--- src/rtl/rs232_baud_ctrl.sv ---
// Auto-baud calibration sequencer: arms the measurement core, averages 2^NB_MEAS_LOG2 start-bit samples
// and publishes a locked divisor or an error. Optional macro RS232_BAUD_CTRL_AUTORETRY_EN re-arms from ERR after RETRY_WAIT cycles.
module rs232_baud_ctrl #(
  parameter int unsigned NB_MEAS_LOG2 = 2,
  parameter logic [3:0]  PRESC        = 4'd3,
  parameter logic [11:0] TOL          = 12'd2,
  parameter logic [11:0] MIN_DIV      = 12'd4,
  parameter logic [23:0] TIMEOUT      = 24'd10_000_000,
  parameter bit          AUTO_START   = 1'b1
`ifdef RS232_BAUD_CTRL_AUTORETRY_EN
  , parameter logic [15:0] RETRY_WAIT = 16'd50_000
`endif
) (
  input  logic        clk_ref,
  input  logic        rst,
  input  logic        recal,
  input  logic        meas_done,
  input  logic [11:0] meas_div,
  output logic        meas_rst_n,
  output logic [3:0]  val_div,
  output logic [11:0] baud_div,
  output logic        baud_lock,
  output logic        baud_err,
  output logic        busy
);

  localparam int unsigned DATA_W = 12;
  localparam int unsigned SUM_W  = DATA_W + NB_MEAS_LOG2;
  localparam int unsigned CNT_W  = NB_MEAS_LOG2 + 1;
  localparam logic [CNT_W-1:0] NB_MEAS = CNT_W'(1 << NB_MEAS_LOG2);

  typedef enum logic [2:0] {IDLE, ARM, WAIT, ACC, CHECK, LOCK, ERR} state_t;

  state_t              r_state;
  state_t              w_state_nxt;
  logic                r_arm_cnt;
  logic [23:0]         r_to_cnt;
  logic                r_done_d;
  logic [CNT_W-1:0]    r_cnt;
  logic [DATA_W-1:0]   r_sample;
  logic [SUM_W-1:0]    r_sum;
  logic [DATA_W-1:0]   r_min;
  logic [DATA_W-1:0]   r_max;
  logic                w_done_rise;
  logic                w_last;
  logic                w_clear;
  logic                w_pass;
  logic [DATA_W-1:0]   w_avg;
  logic [DATA_W-1:0]   w_spread;
  logic                w_retry_done;

  function automatic logic [DATA_W-1:0] f_avg(input logic [SUM_W-1:0] sum);
    return DATA_W'(sum >> NB_MEAS_LOG2);
  endfunction

  assign w_done_rise = meas_done && !r_done_d;
  assign w_last      = (r_cnt + CNT_W'(1)) == NB_MEAS;
  assign w_avg       = f_avg(r_sum);
  assign w_spread    = r_max - r_min;
  assign w_pass      = (w_spread <= TOL) && (w_avg >= MIN_DIV);
  // Restarting from a resting state or any recal discards partial results
  assign w_clear     = recal ||
                       ((r_state == IDLE || r_state == LOCK || r_state == ERR) && w_state_nxt == ARM);

`ifdef RS232_BAUD_CTRL_AUTORETRY_EN
  logic [15:0] r_retry_cnt;

  always_ff @(posedge clk_ref or posedge rst) begin
    if (rst)                    r_retry_cnt <= '0;
    else if (r_state == ERR)    r_retry_cnt <= r_retry_cnt + 16'd1;
    else                        r_retry_cnt <= '0;
  end

  assign w_retry_done = (r_state == ERR) && (r_retry_cnt == RETRY_WAIT - 16'd1);
`else
  assign w_retry_done = 1'b0;
`endif

  always_ff @(posedge clk_ref or posedge rst) begin
    if (rst) r_state <= IDLE;
    else     r_state <= w_state_nxt;
  end

  always_comb begin
    w_state_nxt = r_state;
    if (recal) begin
      w_state_nxt = ARM;
    end else begin
      case (r_state)
        IDLE:    if (AUTO_START) w_state_nxt = ARM;
        ARM:     if (r_arm_cnt) w_state_nxt = WAIT;
        WAIT: begin
          if (w_done_rise)                        w_state_nxt = ACC;
          else if (r_to_cnt == TIMEOUT - 24'd1)   w_state_nxt = ERR;
        end
        ACC:     w_state_nxt = w_last ? CHECK : ARM;
        CHECK:   w_state_nxt = w_pass ? LOCK : ERR;
        LOCK:    w_state_nxt = LOCK;
        ERR:     if (w_retry_done) w_state_nxt = ARM;
        default: w_state_nxt = IDLE;
      endcase
    end
  end

  always_comb begin
    meas_rst_n = !(r_state == IDLE || r_state == ARM);
    busy       = (r_state == ARM) || (r_state == WAIT) || (r_state == ACC) || (r_state == CHECK);
    val_div    = PRESC;
  end

  // Control: ARM pulse width, timeout, edge detect, sample count
  always_ff @(posedge clk_ref or posedge rst) begin
    if (rst) begin
      r_arm_cnt <= 1'b0;
      r_to_cnt  <= '0;
      r_done_d  <= 1'b0;
      r_cnt     <= '0;
    end else begin
      r_arm_cnt <= (r_state == ARM) && !recal && !r_arm_cnt;
      r_to_cnt  <= (r_state == WAIT) ? r_to_cnt + 24'd1 : '0;
      r_done_d  <= meas_done;
      if (w_clear)               r_cnt <= '0;
      else if (r_state == ACC)   r_cnt <= r_cnt + CNT_W'(1);
    end
  end

  always_ff @(posedge clk_ref) begin
    if (r_state == WAIT && w_done_rise) r_sample <= meas_div;
    if (w_clear) begin
      r_sum <= '0;
      r_min <= '1;
      r_max <= '0;
    end else if (r_state == ACC) begin
      r_sum <= r_sum + SUM_W'(r_sample);
      if (r_sample < r_min) r_min <= r_sample;
      if (r_sample > r_max) r_max <= r_sample;
    end
  end

  // Published results; baud_div survives recal and failed calibrations
  always_ff @(posedge clk_ref or posedge rst) begin
    if (rst) begin
      baud_div  <= '0;
      baud_lock <= 1'b0;
      baud_err  <= 1'b0;
    end else begin
      if (r_state == CHECK && w_state_nxt == LOCK) baud_div <= w_avg;
      if (w_state_nxt == ARM)                               baud_lock <= 1'b0;
      else if (r_state == CHECK && w_state_nxt == LOCK)     baud_lock <= 1'b1;
      if (w_state_nxt == ARM)                               baud_err <= 1'b0;
      else if (r_state != ERR && w_state_nxt == ERR)        baud_err <= 1'b1;
    end
  end

endmodule

--- config.mk ---
export PLATFORM = sky130hd
export DESIGN_NAME = rs232_baud_ctrl
export DESIGN_NICKNAME = d
export VERILOG_FILES = /design/src/rtl/rs232_baud_ctrl.sv
export SDC_FILE = /design/constraint.sdc
export NUM_CORES = 1
export LEC_CHECK = 0
export CAP_MARGIN = 20
export CELL_PAD_IN_SITES_DETAIL_PLACEMENT = 0
export CELL_PAD_IN_SITES_GLOBAL_PLACEMENT = 1
export CORE_UTILIZATION = 50
export DETAILED_ROUTE_END_ITERATION = 6
export GPL_ROUTABILITY_DRIVEN = 0
export PLACE_DENSITY = 0.87
export SLEW_MARGIN = 20
export SYNTH_ARGS = -nofsm -noshare
export SYNTH_HDL_FRONTEND = slang
export SYNTH_SLANG_ARGS = --single-unit
--- constraint.sdc ---
create_clock -name clk_ref -period 7.9 [get_ports clk_ref]
set_input_delay 1.58 -clock clk_ref [delete_from_list [all_inputs] [get_ports clk_ref]]
set_output_delay 1.58 -clock clk_ref [all_outputs]
set_load 0.02 [all_outputs]
==> flow_summary.toml, run 1 <==
[layout]
fin_util_pct = 56.9
instances_no_fill = 770
most-common-layout-cells = "nor2_1, nand2_1, ha_1"
diodes = 0
area_growth_pct = 10.7
nFillCells = 999
final_common_cell = "nor2_1"
nNetsFinal = 692
drive_above_1_share_pct = 6.19

[critical_path]
critPathMaxFanout = 9
r2r_cells = 11
critPathKind = "flip-flop to primary output"
worstPathArrival_ns = 1.85
endpoint_kind = "primary output"
required_ns = 6.32
r2r-start = "r_max[0]"
reg2reg_setup_slack_ns = 4.68
rr_endpoint = "baud_div[10]"
worst_setup_path_start_kind = "flip-flop"

[global_route]
grt-ovfl-total = 0
grt_max_degree = 47
antenna_found_initial = 0
grt_pass1_wl_microns = 20200
grt_use_total_pct = 22.1
grt_pass1_vias = 4296

[die]
fp.dieH_microns = 108
die_area_sq_um = 11600
row_count = 38
initial_core_util_pct = 51.4
core_sq_um = 10800
die_w_microns = 108
io_pins = 36

[outcome]
outcome = "finished, final reports clean"

[synth]
yosysSeqAreaShare_pct = 40.8
ys_ff_latch = 96
synth_cell_types = 62
syn_inst = 601
yosys_warnings = 0
syn_area_sq_um = 5570
syn_avg_cell_area_sq_um = 9.27
synthFlopType = "dfrtp_1"
async_flop_share_pct = 47.9
synth_enable_flop_cells = 12

[cts]
hold_buffers = 0
cts_buffer_depth = 2
post_cts_resized = 0
path_clk_slew_ns = 0.10
clk_latency_ns = 0.36
root_buffer = "clkbuf_8"
postCtsSetupBuffers = 0
cts_tree = "yes"
h-tree-depth = 3
clock-sinks = 96
numCtsBuffers = 9

[timing]
finalCriticalPeriod_ns = 3.43
rsz0062_at_grt = "no"
tightest_slew_ns = 1.01
hold_violations = 0
relSlewSlack_pct = 32.5
layout_worst_path_cycle_share_pct = 43.5
clock_skew_ns = 0.0146
fin_tns_setup_ns = 0
finalSetupViolCount = 0
timing.fmax_ghz = 0.291
slew_viol_final = 0

[power]
comb_power_share_pct = 33.0
power.switching_uw = 478
powerDensity_nw_per_um2 = 217
leakage_uw = 0.00273
p_int_uw = 861
total_power_uw = 1340
vdd_drop_max_mv = 0.148
seq_power_share_pct = 42.9
swShare_pct = 35.7
p_clk_share_pct = 24.1

[routing]
wl_per_cell_microns = 15.0
wl_microns = 11500
dr.pass1.iters = 4
drt_iter0_markers = 187
viasPerCell = 5.48
vias = 4216
drcViolationCount = 0
ant_nets = 0

[place]
port_buffers = 31
dp.final_hpwl_microns = 8660
dp_cells = 754

[hold_path]
holdPathEnd = "r_arm_cnt"
min-delay-start = "r_arm_cnt"
holdPathStages = 1
hold_class = "flip-flop to flip-flop"

[flow_run]
max_cap_violations = 0
## state kept, by name, summed over array words and instances (netlist names)
| name | count |
|---|---|
| r_state | 3 |
| r_done_d | 1 |
| r_sum | 14 |
| r_to_cnt | 24 |
| r_sample | 12 |
| r_max | 12 |
| r_arm_cnt | 1 |
| r_min | 12 |
| baud_lock | 1 |
| baud_err | 1 |
| baud_div | 12 |
| r_cnt | 3 |
## worst max-delay path by stage
| stage | cells after the start | start | endpoint | slack, ns |
|---|---|---|---|---|
| after floorplan | 8 | meas_done | baud_div[0] | 4.96 |
| final | 3 | r_state[2] | busy | 4.47 |
| after CTS | 3 | r_state[2] | busy | 4.46 |
| after detailed placement | 8 | meas_done | baud_div[10] | 4.32 |
| after global placement | 8 | meas_done | baud_div[9] | 4.38 |
| after global routing | 3 | r_state[2] | busy | 4.33 |
## power by group through the flow
| stage | registers, uW | logic (uW) | clock network (uW) |
|---|---|---|---|
| after floorplan | 571 | 347 | 0 |
| after global placement | 583 | 428 | 0 |
| after detailed placement | 585 | 440 | 0 |
| after CTS | 575 | 443 | 335 |
| after global routing | 581 | 504 | 359 |
| final | 575 | 442 | 323 |
## kinds of logic after synthesis
logic type	after synthesis	share of synthesized area, %
AO/OA/AOI/OAI	118	13.8
multiplexers	26	5.62
flip-flops	96	40.8
AND/OR/NAND/NOR	212	18.3
adder cells (fa/ha/maj)	51	11.7
XOR/XNOR	31	4.87
buffers and inverters	65	4.81
other	2	0.135
## layout make-up
cell class	instances	area [sq um]	area share, %
repair buffers	33	325	5.27
well taps	140	175	2.84
inverters	43	161	2.62
clock inverters	7	70.1	1.14
flip-flops and latches	96	2270	36.8
clock buffers	9	124	2.01
multi-input cells	442	3040	49.3
## critical path, cell delays in order (launching register included)
cell             delay, ns
dfrtp_1               0.47
nor3_1                0.35
nor2_1                0.11
clkdlybuf4s50_1       0.55
## synthesized netlist by cell type, types with 7 or more instances
cell,count,share of area (%)
a21o_1,12,1.6
a21oi_1,38,3.4
and3_1,7,0.79
clkbuf_1,15,1.0
dfrtp_1,46,21
dfxtp_1,38,14
edfxtp_1,12,6.5
ha_1,49,11
inv_1,43,2.9
mux2_4,10,2.7
mux2i_1,14,2.5
nand2_1,59,4.0
nand3_1,14,1.3
nor2_1,69,4.6
nor2b_1,9,1.0
nor3_1,10,0.90
o211ai_1,15,2.0
o21ai_0,16,1.4
or3_1,10,1.1
xnor2_1,16,2.5
xor2_1,15,2.4
## stage by stage
step,instance area [sq um],hold slack (ns),setup WS [ns]
after global routing,6170,0.488,4.33
after CTS,6170,0.457,4.46
final,6170,0.461,4.47
after detailed placement,5970,0.445,4.32
after floorplan,5580,0.421,4.96
after global placement,5970,0.438,4.38
## per-layer routing
metal / vias up / GRT usage, % / share of wire, %
li1: 2132 / - / -
met1: 2011 / 27.5 / 46
met2: 56 / 39.0 / 50
met3: 17 / 4.06 / 2.6
met4: 0 / 5.87 / 1.5
met5: - / 0 / 0
No activity file was read; power rests on OpenSTA's default activity.
==> run 2, diff against run 1 <==
CORE_UTILIZATION = 46   (was 50)
PLACE_DENSITY = 0.81   (was 0.87)
clock period = 3.2 ns   (was 7.9 ns; I/O delays follow)
==> run 2 against run 1 <==
Net effect:
- sequential power grew 150%
- the run now ends with DRC left
- cell area grew 2.6%
- sequential share of layout area shrank 0.93 points
- critical path depth grew 8
- core utilization shrank 2.4 points
==> flow_summary.toml, run 2 (synthesis gave the netlist of run 1 again) <==
[cts]
h-tree-depth = 3
cts_buffer_depth = 2
cts_tree = "yes"
root_buffer = "clkbuf_16"
clk_latency_ns = 0.34
numCtsBuffers = 9
clock-sinks = 96
path_clk_slew_ns = 0.07
postCtsSetupBuffers = 0

[place]
placed_area_sq_um = 6050
pre_cts_slack_ns = 0.155
dp.final_hpwl_microns = 8830
port_buffers = 31

[routing]
wl_per_cell_microns = 15.3
routedLengthMet1_microns = 5850
drcViolationCount = 1
ant_nets = 0
top_layer = "met4"
met3WireLength_microns = 264
wl_microns = 12000
wl_met2_microns = 5780
drt_iter0_markers = 235
vias = 4252
dr.pass1.iters = 7
viasPerCell = 5.42

[critical_path]
critPathMaxFanout = 6
r2r-start = "r_max[0]"
path_delay_family = "compound AO/OA/AOI/OAI gates"
critPathSlowestCell = "fa_1"
cp_common_cell = "a2111oi_2"
path_cells = "inv_1 -> ha_1 -> fa_1 -> nor2b_4 -> nor2_1 -> a2111oi_2 -> o2111ai_1 -> a2111oi_2 -> nand4_2 -> nand2b_4 -> mux2_1"
crit_buf_inv = 1
worst_path_largest_cell_delay_ns = 0.44
endpoint_kind = "flip-flop"
critPathKind = "flip-flop to flip-flop"
required_ns = 3.42
worstPathArrival_ns = 3.26
worst_setup_path_start_kind = "flip-flop"
startpoint = "r_max[0]"

[die]
io_pins = 36
core_sq_um = 11600
fp.dieH_microns = 112
die_w_microns = 112
initial_core_util_pct = 48.0
die_area_sq_um = 12600
row_count = 39

[layout]
final_common_cell = "nor2_1"
final_cell_area_sq_um = 6330
fin_util_pct = 54.5
reg_top3 = "r_to_cnt (24), r_sum (14)"
most-common-layout-cells = "nor2_1, nand2_1, ha_1"
diodes = 0
nNetsFinal = 703
area_growth_pct = 13.6
largest_register_ffs = 24
top_register = "r_to_cnt"
drive_above_1_share_pct = 7.33

[global_route]
grt-ovfl-total = 0
grt_pass1_vias = 4194
grt_pass1_wl_microns = 20200
antenna_found_initial = 0
grt_use_total_pct = 20.1
grt_max_degree = 30

[timing]
clock_skew_ns = 0.00675
fin_tns_setup_ns = 0
timing.fmax_ghz = 0.329
setup_slack_ns = 0.163
layout_worst_path_cycle_share_pct = 94.9
fin_hold_ws_ns = 0.457
hold_violations = 0
slew_viol_final = 0
finalCriticalPeriod_ns = 3.04
tightest_slew_ns = 0.631
relSlewSlack_pct = 56.9
finalSetupViolCount = 0

[power]
p_clk_share_pct = 27.5
comb_power_share_pct = 32.7
powerDensity_nw_per_um2 = 565
leakage_uw = 0.00282
swShare_pct = 34.3
seq_power_share_pct = 39.8
p_int_uw = 2350
vdd_drop_max_mv = 0.441
power.switching_uw = 1230

[flow_run]
max_cap_violations = 0

[hold_path]
hold_class = "flip-flop to flip-flop"
min-delay-start = "r_to_cnt[0]"

[outcome]
violations = "DRC"
outcome = "complete, but fails checks"
[run 2: cell types whose count changed in the layout (fill, tap and decap cells not counted), sizes merged]
cell	previous run	this run
buf	2	12
bufinv	1	0
clkbuf	9	10
clkinv	3	4
inv	45	44
nand2b	7	8
[run 2: final timing paths]
path | end | slack (ns) | cells after the start
setup / recovery | baud_div[9] | 0.16 | 11
hold / removal | r_to_cnt[0] | 0.46 | 1
setup reg to reg | baud_div[9] | 0.16 | 11
hold reg to reg | r_to_cnt[0] | 0.46 | 1
max in group asynchronous | r_to_cnt[10] | 2.13 | 3
min in group asynchronous | baud_div[4] | 0.54 | 2
[run 2: cell type report]
class	instances	area, sq um
Clock inverter	6	35.0
Tap cell	143	179
Sequential cell	96	2270
Fill cell	1078	5290
Multi-Input combinational cell	443	3050
Inverter	43	161
Clock buffer	10	229
Timing Repair Buffer	43	400
[run 2: per-layer routing]
layer	vias to the layer above	GRT usage, %
met5	-	0
met4	0	4.62
met3	10	3.67
met2	47	34.7
met1	2027	26.2
li1	2168	-
[run 2: per-stage QoR]
stage,std cells,total power (uW)
after floorplan,603,2270
after global placement,767,2580
after detailed placement,767,2600
after CTS,783,3590
after global routing,784,3800
final,784,3570
[run 2: worst reg2reg max path, delay by kind of cell, from the launching register on]
kind | cells | cell delay, ns
AO/OA/AOI/OAI | 3 | 0.83
adder cells (fa/ha/maj) | 2 | 0.63
buffers and inverters | 1 | 0.05
flip-flops | 1 | 0.35
multiplexers | 1 | 0.35
AND/OR/NAND/NOR | 4 | 0.71
[run 2: timing repair]
item	in CTS	in global routing
resized for setup	0	1
hold buffers	0	0
setup endpoints to repair	0	3
[run 2: power groups by stage]
stage / combinational (uW) / sequential (uW) / clock, uW
2_1_floorplan: 856 / 1410 / 0
3_3_place_gp: 1130 / 1440 / 0
3_5_place_dp: 1150 / 1450 / 0
4_1_cts: 1160 / 1420 / 1010
5_1_grt: 1310 / 1430 / 1050
6_report: 1170 / 1420 / 983
==> run 3, diff against run 2 <==
CORE_ASPECT_RATIO = 1.4   (was default)
==> run 3 against run 2 <==
Net effect:
- the run now ends clean
- final cell count increased by 0.38%
- sequential share of layout area decreased by 0.23 points
- maximum frequency increased by 0.72%
- hold slack improved by 0.0015 ns
- clock power increased by 8%
- critical path depth unchanged
- register-to-register slack improved by 0.02 ns
- first-iteration DRC count decreased by 46%
- critical endpoint is now baud_div[10]
- highest routed layer unchanged
==> flow_summary.toml, run 3 (synthesis gave the netlist of run 1 again) <==
[cts]
clock-sinks = 96
hold_buffers = 0
cts_buffer_depth = 2
root_buffer = "clkbuf_16"
cts_tree = "yes"
path_clk_slew_ns = 0.07
numCtsBuffers = 9
clk_latency_ns = 0.35
h-tree-depth = 3

[place]
pre_cts_slack_ns = 0.0629
dp.final_hpwl_microns = 9260
port_buffers = 31
dp_cells = 768
placed_area_sq_um = 6030

[layout]
area_growth_pct = 14.3
instances_no_fill = 787
final_common_cell = "nor2_1"
diodes = 0
most-common-layout-cells = "nor2_1, nand2_1, ha_1"
nNetsFinal = 702
drive_above_1_share_pct = 7.34
fin_util_pct = 53.9
reg_top3 = "r_to_cnt (24), r_sum (14)"
largest_register_ffs = 24
nFillCells = 1092
top_register = "r_to_cnt"
final_cell_area_sq_um = 6370

[routing]
ant_nets = 0
drcViolationCount = 0
drt_iter0_markers = 127
wl_per_cell_microns = 15.5
wl_microns = 12200
vias = 4261
dr.pass1.iters = 4
viasPerCell = 5.41

[critical_path]
critPathMaxFanout = 6
worstPathArrival_ns = 3.24
r2r_cells = 11
required_ns = 3.43
critPathKind = "flip-flop to flip-flop"
endpoint_kind = "flip-flop"
worst_setup_path_start_kind = "flip-flop"

[timing]
tightest_slew_ns = 0.690
relSlewSlack_pct = 52.8
hold_violations = 0
finalCriticalPeriod_ns = 3.02
layout_worst_path_cycle_share_pct = 94.2
finalSetupViolCount = 0
timing.fmax_ghz = 0.332
slew_viol_final = 0
rsz0062_at_grt = "no"
setup_slack_ns = 0.185
clock_skew_ns = 0.00813
fin_tns_setup_ns = 0

[global_route]
grt_use_total_pct = 20.5
grt-ovfl-total = 0
grt_max_degree = 47
antenna_found_initial = 0
grt_pass1_vias = 4233
grt_pass1_wl_microns = 19900

[hold_path]
hold_class = "flip-flop to flip-flop"
holdPathStages = 1

[power]
leakage_uw = 0.00283
vdd_drop_max_mv = 0.283
powerDensity_nw_per_um2 = 572

[die]
fp.dieH_microns = 132
row_count = 47
io_pins = 36
initial_core_util_pct = 47.1
die_area_sq_um = 12600
die_w_microns = 95.0
core_sq_um = 11800

[outcome]
outcome = "finished, final reports clean"

[flow_run]
max_cap_violations = 0
run 3: cell types whose count changed in the layout (fill, tap and decap cells not counted), sizes merged:
cell and delta:
clkinv -3, clkinvlp +1, buf -1, clkbuf +1
bufinv +1
run 3: final timing paths:
| path | startpoint | to | slack (ns) |
|---|---|---|---|
| max | r_max[0] | baud_div[10] | 0.18 |
| min | r_to_cnt[0] | r_to_cnt[0] | 0.46 |
| max reg2reg | r_max[0] | baud_div[10] | 0.18 |
| min reg2reg | r_to_cnt[0] | r_to_cnt[0] | 0.46 |
| max in group asynchronous | rst | r_to_cnt[19] | 2.10 |
| min in group asynchronous | rst | r_to_cnt[0] | 0.61 |
run 3: metal layers:
layer,global-route usage (%),vias to the layer above,share of wire (%)
met4,7.74,0,2.2
met1,24.0,2036,43
met2,37.3,49,53
met5,0,-,0
li1,-,2159,-
met3,2.42,17,1.7
run 3: area by class of cell:
class	instances	area (sq um)	share of cell area, %
clock buffer	11	233	3.65
inverter	43	161	2.53
timing repair buffer	42	405	6.37
tap	147	184	2.89
clock inverter	5	58.8	0.923
multi-input combinational	443	3050	48.0
sequential	96	2270	35.7
run 3: metrics by stage:
step / total power (uW) / hold WS (ns)
after floorplan: 2270 / 0.421
after global placement: 2560 / 0.439
after detailed placement: 2590 / 0.454
after CTS: 3660 / 0.463
after global routing: 3870 / 0.482
final: 3640 / 0.459
run 3: worst max-delay path, stage by stage, from the launching register on:
cell and delay [ns]:
dfxtp_1 0.36, inv_1 0.06, ha_1 0.20, fa_2 0.38, nor2b_4 0.13, nor2_1 0.07, a2111oi_2 0.32, o2111ai_1 0.18
a2111oi_2 0.33, nand4_2 0.26, nand2b_4 0.28, mux2_1 0.33
run 3: timing repair:
action / 4_1_cts / 5_1_grt
buffers inserted: 0 / 1
gates resized for setup: 0 / 2
endpoints found under the setup margin: 0 / 12
run 3: where the power goes:
part           switching (uW)  total [uW]  internal [uW]  leakage, uW
logic                     666        1160            490      0.00164
registers                94.6        1420           1330      0.00105
clock network             456        1060            608     0.000136
total                    1220        3640           2430      0.00283
